### src/rtl/dcm_lock_ctrl.sv
//------------------------------------------------------------------------------
// Module   : dcm_lock_ctrl
// Brief    : DCM reset/lock sequencer; pulses DCM RST, qualifies LOCKED and
//            CLKFX-stopped, releases the system reset once lock is stable.
// Revision : 1.0 - initial release
//------------------------------------------------------------------------------
`default_nettype none

module dcm_lock_ctrl #(
    parameter int unsigned RST_CYCLES    = 4,
    parameter logic [15:0] LOCK_TIMEOUT  = 16'd50000,
    parameter logic [15:0] STABLE_CYCLES = 16'd256,
    parameter logic [3:0]  MAX_RETRY     = 4'd7
) (
    input  logic       clk,
    input  logic       rst,
    input  logic       dcm_locked,
    input  logic       dcm_fx_stopped,
    output logic       dcm_rst,
    output logic       sys_rst,
    output logic       ready,
    output logic       fail,
    output logic [3:0] retry_cnt,
    output logic [7:0] loss_cnt
);

    localparam logic [15:0] c_RST_LAST    = 16'(RST_CYCLES - 1);
    localparam logic [15:0] c_LOCK_LAST   = LOCK_TIMEOUT - 16'd1;
    localparam logic [15:0] c_STABLE_LAST = STABLE_CYCLES - 16'd1;

    typedef enum logic [2:0] {
        S_RESET_DCM = 3'd0,
        S_WAIT_LOCK = 3'd1,
        S_STABILIZE = 3'd2,
        S_RUN       = 3'd3,
        S_FAILED    = 3'd4
    } state_t;

    state_t      r_state;
    logic [15:0] r_timer;
    logic        r_rel;
    logic [1:0]  r_lock_sync;
    logic [1:0]  r_stop_sync;
    logic        r_dcm_rst;
    logic        r_sys_rst;
    logic        r_ready;
    logic        r_fail;
    logic [3:0]  r_retry;
    logic [7:0]  r_loss;

    state_t      w_next;
    logic        w_retry_path;
    logic [3:0]  w_retry_nxt;
    logic [7:0]  w_loss_nxt;
    logic        w_locked_s;
    logic        w_stop_s;

    assign w_locked_s = r_lock_sync[1];
    assign w_stop_s   = r_stop_sync[1];

    always_comb begin
        w_next       = r_state;
        w_retry_path = 1'b0;
        w_retry_nxt  = r_retry;
        w_loss_nxt   = r_loss;
        case (r_state)
            S_RESET_DCM: begin
                if (!r_rel && (r_timer == c_RST_LAST)) begin
                    w_next = S_WAIT_LOCK;
                end
            end
            S_WAIT_LOCK: begin
                // Lock takes precedence over a coincident timeout.
                if (w_locked_s) begin
                    w_next = S_STABILIZE;
                end else if (r_timer == c_LOCK_LAST) begin
                    w_retry_path = 1'b1;
                end
            end
            S_STABILIZE: begin
                if (!w_locked_s || w_stop_s) begin
                    w_retry_path = 1'b1;
                end else if (r_timer == c_STABLE_LAST) begin
                    w_next = S_RUN;
                end
            end
            S_RUN: begin
                if (!w_locked_s || w_stop_s) begin
                    w_next = S_RESET_DCM;
                    if (r_loss != 8'hFF) begin
                        w_loss_nxt = r_loss + 8'd1;
                    end
                end
            end
            S_FAILED: begin
                w_next = S_FAILED;
            end
            default: begin
                w_next = S_RESET_DCM;
            end
        endcase

        if (w_retry_path) begin
            if (r_retry == MAX_RETRY) begin
                w_next = S_FAILED;
            end else begin
                w_next      = S_RESET_DCM;
                w_retry_nxt = r_retry + 4'd1;
            end
        end

        if ((w_next == S_RUN) && (r_state != S_RUN)) begin
            w_retry_nxt = 4'd0;
        end
    end

    // The first edge after reset release is not counted, so dcm_rst stays
    // high for RST_CYCLES full cycles once rst drops.
    always_ff @(posedge clk) begin
        if (rst) begin
            r_state     <= S_RESET_DCM;
            r_timer     <= 16'd0;
            r_rel       <= 1'b1;
            r_lock_sync <= 2'b00;
            r_stop_sync <= 2'b00;
            r_dcm_rst   <= 1'b1;
            r_sys_rst   <= 1'b1;
            r_ready     <= 1'b0;
            r_fail      <= 1'b0;
            r_retry     <= 4'd0;
            r_loss      <= 8'd0;
        end else begin
            r_lock_sync <= {r_lock_sync[0], dcm_locked};
            r_stop_sync <= {r_stop_sync[0], dcm_fx_stopped};
            r_rel       <= 1'b0;
            r_state     <= w_next;
            if ((w_next != r_state) || r_rel) begin
                r_timer <= 16'd0;
            end else begin
                r_timer <= r_timer + 16'd1;
            end
            r_retry     <= w_retry_nxt;
            r_loss      <= w_loss_nxt;
            r_dcm_rst   <= (w_next == S_RESET_DCM) || (w_next == S_FAILED);
            r_sys_rst   <= (w_next != S_RUN);
            r_ready     <= (w_next == S_RUN);
            r_fail      <= (w_next == S_FAILED);
        end
    end

    assign dcm_rst   = r_dcm_rst;
    assign sys_rst   = r_sys_rst;
    assign ready     = r_ready;
    assign fail      = r_fail;
    assign retry_cnt = r_retry;
    assign loss_cnt  = r_loss;

endmodule

`default_nettype wire

### config.mk
export PLATFORM = sky130hd
export DESIGN_NAME = dcm_lock_ctrl
export DESIGN_NICKNAME = d
export VERILOG_FILES = /design/src/rtl/dcm_lock_ctrl.sv
export SDC_FILE = /design/constraint.sdc
export NUM_CORES = 1
export LEC_CHECK = 0
export ABC_CLOCK_PERIOD_IN_PS = 6500
export BUFFER_PORTS_ARGS = -buffer_cell sky130_fd_sc_hd__buf_2
export CORE_MARGIN = 4
export CORE_UTILIZATION = 37
export CTS_CLUSTER_DIAMETER = 150
export DETAILED_ROUTE_END_ITERATION = 16
export PLACE_DENSITY = 0.6
export SETUP_SLACK_MARGIN = 0.2
export SLEW_MARGIN = 40
export SYNTH_ARGS = -nofsm -noshare
export SYNTH_HDL_FRONTEND = slang
export SYNTH_SLANG_ARGS = --single-unit
### constraint.sdc
create_clock -name clk -period 6.5 [get_ports clk]
set_input_delay 0 -clock clk [delete_from_list [all_inputs] [get_ports clk]]
set_output_delay 0 -clock clk [all_outputs]
set_load 0.005 [all_outputs]
After elaboration in Yosys (flattened, before gate mapping)
Index checks and enable logic that the tools add are counted.

$add $sub $neg: 3. $mul: 0. Divide/modulo/power cells: 0. Order comparisons: 0. Eq/ne operators: 14. Shift-type cells: 0. Mux-type cells: 13. Bitwise logic cells: 1. Reductions and logical operators: 13.

Operator list (number): two-way mux 3 bit (7); adder 16 x 1 -> 16 bit, second input constant (1); equality test 16 bit, second input constant (1); equality test 16 x 2 -> 1 bit, second input constant (1); equality test 16 x 8 -> 1 bit, second input constant (1); case mux 3 bit (5 select lines) (1); equality test 3 x 2 -> 1 bit, second input constant (3); adder 8 x 1 -> 8 bit, second input constant (1); inequality test 8 bit, second input constant (1); equality test 3 bit, second input constant (2); zero test 3 bit (2); inequality test 3 x 2 -> 1 bit, second input constant (2); adder 4 x 1 -> 4 bit, second input constant (1); equality test 4 x 3 -> 1 bit, second input constant (1); two-way mux 1 bit (4); OR reduction 2 bit (2); equality test 3 x 1 -> 1 bit, second input constant (1); logical OR 1 bit (3); inequality test 3 bit (1); AND reduction 3 bit (1); logical AND 1 bit (2); zero test 1 bit (2); case mux 1 bit (2 select lines) (1); AND reduction 2 bit (1); inverter 1 bit (1).

Register bits: 40. Latch bits: 0. Memory bits (writable): 0. Bits in read-only memories: 0. Bits of input ports: 4. Output and inout bits: 16. Logic and storage cells: 55. Memories: 0.

Depth between registers and ports, before layout
Depth in word-level cells: 8. Depth in mapped cells: 7. Gate-level depth less buffers: 6.

Worst setup path before layout
Ideal clock, no wire load.

Kind: reg2reg. Start point: register r_timer[10]. End point: register r_retry[3] (netlist: retry_cnt[3]). Library setup time: 0.066 ns. Arrival: 2.102 ns. Data required time: 6.434 ns. Setup slack: 4.332 ns. Stages on the path, launching flop included: 6. Buffers on the path: 0. Period minus slack after synthesis: 2.168 ns. Path through: dfxtp_1 > or4_4 > or3_4 > o31a_1 > or4_4 > a21oi_2.

Longest elaborated chain between the ends: 8. Elaborated cells between the ends (all ways): 16. Classes of those cells: eq/ne (4); mux (8); reduce/logical (4).

RTL lines: start, declared (line 40) `logic [15:0] r_timer;`; start signal, assigned (line 140) `r_timer <= r_timer + 16'd1;`; equality test 16 x 8 -> 1 bit, or another cell as far along (line 83) `end else if (r_timer == c_STABLE_LAST) begin`; two-way mux 3 bit, or another cell as far along (line 83); two-way mux 3 bit, or another cell as far along (line 81) `if (!w_locked_s || w_stop_s) begin`; case mux 3 bit (5 select lines) or case mux 1 bit (2 select lines) (tied branches) (line 66) `case (r_state)`; two-way mux 3 bit (line 103) `if (w_retry_path) begin`; equality test 3 x 2 -> 1 bit (line 112) `if ((w_next == S_RUN) && (r_state != S_RUN)) begin`; logical AND 1 bit (line 112); OR reduction 2 bit (no source line); end signal, assigned (line 142) `r_retry <= w_retry_nxt;`; end, declared (line 48) `logic [3:0] r_retry;`.

Parallel ways exist; a longest one is shown, timed or not. A chain may end at the register's enable or synchronous reset.

Worst setup path in the final report
Start point: register r_state[1]. End point: register r_dcm_rst (netlist: dcm_rst).

Longest elaborated chain between the ends: 6. Elaborated cells between the ends (all ways): 16. Classes of those cells: eq/ne (5); mux (8); reduce/logical (3).

RTL lines: start, declared (line 39) `state_t r_state;`; start signal, assigned (line 136) `r_state <= w_next;`; two-way mux 3 bit (line 83); two-way mux 3 bit (line 81); case mux 3 bit (5 select lines) (line 66); two-way mux 3 bit (*) (line 103); equality test 3 bit or zero test 3 bit (tied branches) (line 144) `r_dcm_rst <= (w_next == S_RESET_DCM) || (w_next == S_FAILED);`; logical OR 1 bit (*) (line 144); end signal, assigned (line 144); end, declared (line 44) `logic r_dcm_rst;`.

Every way passes the cells marked *; elsewhere a longest branch is shown, timed or not.

==> summary.md <==
| Metric | Value |
|---|---|
| Status | completed |
| Overflow after GRT | 0 |
| Clock root buffer | clkbuf_8 |
| Critical path class | register to register |
| Core area | 4750 sq um |
| Cell family contributing the most delay on the critical path | compound AO/OA/AOI/OAI gates |
| Row count | 25 |
| Initial drt markers | 64 |
| Crit Path Max Fanout | 13 |
| Total CTS buffers | 5 |
| Synth Area in Adders | 2.06% |
| Crit. End Element | register |
| First-pass detailed-route iteration total | 4 |
| Startpoint types | register |
| FMAX | 0.402 GHz |
| Routed WL | 3680 um |
| Die area | 6110 sq um |
| Unrepaired setup endpoints after global routing | no |
| Max clock buf depth | 2 |
| Setup slack, reg-to-reg | 4010 ps |
| Global-route usage over all layers | 13.2% |
| Post-synthesis sequential area ratio | 44.0% |
| Pin slew with the least headroom to its limit | 733 ps |
| PwrDens | 206 nW/um^2 |
| Period minus WS final | 2490 ps |
| Worst R2R Path Depth | 5 |
| Yosys cell types | 42 |
| Vert. Die Dim | 78.1 um |
| Seq cells post-synth | 40 |
| Sink Count | 40 |
| Starting density of the core | 38.3% |
| Synth Area in Compound Gates | 10.2% |
| Number of top-level pins | 20 |
| Vias/cell | 5.07 |
| Power, Total | 430 uW |
| Worst-path cell chain | or3b_1 > or4_1 > a211oi_2 > a21oi_1 > a211o_1 |
| First-pass GRT wire length | 6530 um |
| Via count of the first global-routing pass | 1427 |
| Largest net degree at the start of global routing | 19 |
| Worst hold path type | register to register |
| Simple-gate area share of the yosys netlist | 31.5% |
| Number of antenna diodes | 0 |
| Post-Syn Instances | 206 |
| Leak pwr | 0.000741 uW |
| GPL Wtd Cong | 0.791 |
| Chip width | 78.1 um |
| Slew HR | 50.9% |
| # DRC | 0 |
| Worst path slowest cell | a211oi_2 |
| Reg2reg end | dcm_rst$_SDFF_PP1_ |
| Levels on crit path | 5 |
| Final ANT Viol Nets | 0 |
| Wirelength per Cell | 12.4 um |
| HPWL Detailed | 2570 um |
| XOR/XNOR Fraction of Synth Area | 9.14% |
| Final worst-path cycle share | 38.3% |
| Via Count | 1501 |
| Setup violators final | 0 |
| Clk_lat worst skew | 290 ps |
| Slew Viols, Final | 0 |
| Worst setup path startpoint | r_state[1]$_SDFF_PP0_ |
| Req. time, crit path | 6680 ps |
| Setup_tns | 0 ps |
| CTS clk-pin slew, worst paths | 80 ps |
| Synth-to-layout area growth | 15.0% |
| Crit path to | dcm_rst$_SDFF_PP1_ |
| Mux cell area share after synthesis | 0.550% |
| CP Buf/Inv Count | 0 |
| Worst path max stage delay | 590 ps |
| Syn nets | 213 |
| CTS tree | done |
| Buffers added on ports | 19 |
| Largest family of logic cells by synthesized area | simple AND/OR/NAND/NOR gates |
| Worst vdd ir | 0.0000844 V |
| Maxcap violations | 0 |
| Setup repair bufs after CTS | 0 |
| Netlist Area Pre-Place | 1820 sq um |
| Post-Syn Area per Cell | 8.84 sq um |
| Clock Skew | 5.62 ps |
| YS warnings | 0 |
| Initial antenna violation count | 0 |
| H-tree levels | 2 |
| DP Area | 1970 sq um |
| Fraction of layout cells with a size suffix above 1 | 14.4% |
| Final instance area | 2090 sq um |
| RR Startpoint | r_state[1]$_SDFF_PP0_ |
| Final Hold Fails | 0 |
| CP arrival | 2670 ps |
| Fin nets | 235 |
## layout by cell type (no fill, tap or decap), types with 2 or more instances in the layout
cell and count:
clkbuf_8 6, dlygate4sd3_1 3, nor4b_1 2, xor2_1 5
nor4_1 4, xnor2_1 14, ha_1 3, o31a_1 2
and4_1 2, nand4_1 6, or3_1 4, and3b_1 2
or4_1 2, nand2_1 8, nor2_1 20, o21ai_0 6
nand2b_1 2, buf_2 19, or4_4 2, clkinv_2 2
nand3_1 14, inv_1 5, a21oi_1 9, nor2b_1 7
and3_1 2, dfxtp_1 40, nand3b_1 3, nor3_1 19
## flip-flops by register name, summed over array words and instances, names as in the netlist
| name | flops |
|---|---|
| r_timer | 16 |
| loss_cnt | 8 |
| retry_cnt | 4 |
| r_state | 3 |
| r_lock_sync | 2 |
| r_stop_sync | 2 |
| dcm_rst | 1 |
| fail | 1 |
| r_rel | 1 |
| ready | 1 |
| sys_rst | 1 |
## cells in the mapped netlist (all sizes together)
| master | number | area (sq um) |
|---|---|---|
| dfxtp | 40 | 801 |
| nor2 | 20 | 75.1 |
| nor3 | 19 | 95.1 |
| nand3 | 14 | 70.1 |
| xnor2 | 14 | 123 |
| a21oi | 10 | 53.8 |
| nand2 | 8 | 30.0 |
| nor2b | 7 | 43.8 |
| nand4 | 6 | 37.5 |
| o21ai | 6 | 30.0 |
| clkbuf | 5 | 18.8 |
| inv | 5 | 18.8 |
| or3 | 5 | 36.3 |
| xor2 | 5 | 43.8 |
| nor4 | 4 | 25.0 |
| or4 | 4 | 37.5 |
| ha | 3 | 37.5 |
| nand3b | 3 | 22.5 |
| and3 | 2 | 12.5 |
| and3b | 2 | 17.5 |
| and4 | 2 | 17.5 |
| buf | 2 | 10.0 |
| nand2b | 2 | 12.5 |
| nor4b | 2 | 17.5 |
| o31a | 2 | 17.5 |
| a211o | 1 | 8.76 |
| a211oi | 1 | 12.5 |
| a21o | 1 | 7.51 |
| a22oi | 1 | 7.51 |
| a31o | 1 | 8.76 |
| and2 | 1 | 6.26 |
| mux2i | 1 | 10.0 |
| nor3b | 1 | 7.51 |
| o211ai | 1 | 7.51 |
| o21bai | 1 | 7.51 |
| o22ai | 1 | 6.26 |
| o31ai | 1 | 7.51 |
| o32a | 1 | 10.0 |
| or3b | 1 | 8.76 |
## through the flow
step	worst slack, ps	hold slack, ps	util, %	std cells
global route	3850	457	44.0	296
detailed placement	4040	227	41.4	285
global placement	4090	208	41.4	285
floorplan	4330	27.7	-	206
CTS	4020	440	44.0	296
finish	4010	440	44.0	296
## timing repair
| action | in CTS | in global routing |
|---|---|---|
| setup endpoints to repair | 0 | 0 |
| hold endpoints to repair | 3 | 0 |
| hold buffers | 3 | 0 |
| gates resized for setup | 0 | 0 |
## where the power goes
part | leakage [uW] | switching [uW] | internal (uW) | total (uW)
combinational | 0.000366 | 6.85 | 5.17 | 12.0
sequential | 0.000324 | 1.64 | 247 | 249
clock | 0.0000510 | 84.8 | 84.7 | 170
## worst min-delay path by stage
stage	endpoint	from	slack, ps	depth (start not counted)
3_5_place_dp	r_stop_sync[0]$_SDFF_PP0_	dcm_fx_stopped	230	2
2_1_floorplan	r_rel$_DFF_P_	rst	30	0
3_3_place_gp	r_stop_sync[0]$_SDFF_PP0_	dcm_fx_stopped	210	2
4_1_cts	r_stop_sync[1]$_SDFF_PP0_	r_stop_sync[0]$_SDFF_PP0_	440	1
5_1_grt	r_stop_sync[1]$_SDFF_PP0_	r_stop_sync[0]$_SDFF_PP0_	460	1
6_report	r_stop_sync[1]$_SDFF_PP0_	r_stop_sync[0]$_SDFF_PP0_	440	1
## logic make-up after synthesis
family | after synthesis
adder cells (fa/ha/maj) | 3
multiplexers | 1
XOR/XNOR | 19
AO/OA/AOI/OAI | 28
buffers and inverters | 12
flip-flops | 40
AND/OR/NAND/NOR | 103
## routing by layer
layer	up-vias	routed length [um]	global-route usage, %
li1	781	-	-
met2	21	1610	20.5
met4	0	52	4.72
met5	-	0	0
met1	693	1870	17.2
met3	6	152	4.01
## layout make-up
type / count / area, sq um
fillers: 513 / 2660
well taps: 67 / 83.8
multi-input cells: 154 / 972
clock inverters: 2 / 10.0
inverters: 5 / 18.8
flip-flops and latches: 40 / 801
clock buffers: 6 / 82.6
repair buffers: 22 / 125
No activity file was read; power rests on OpenSTA's default activity.
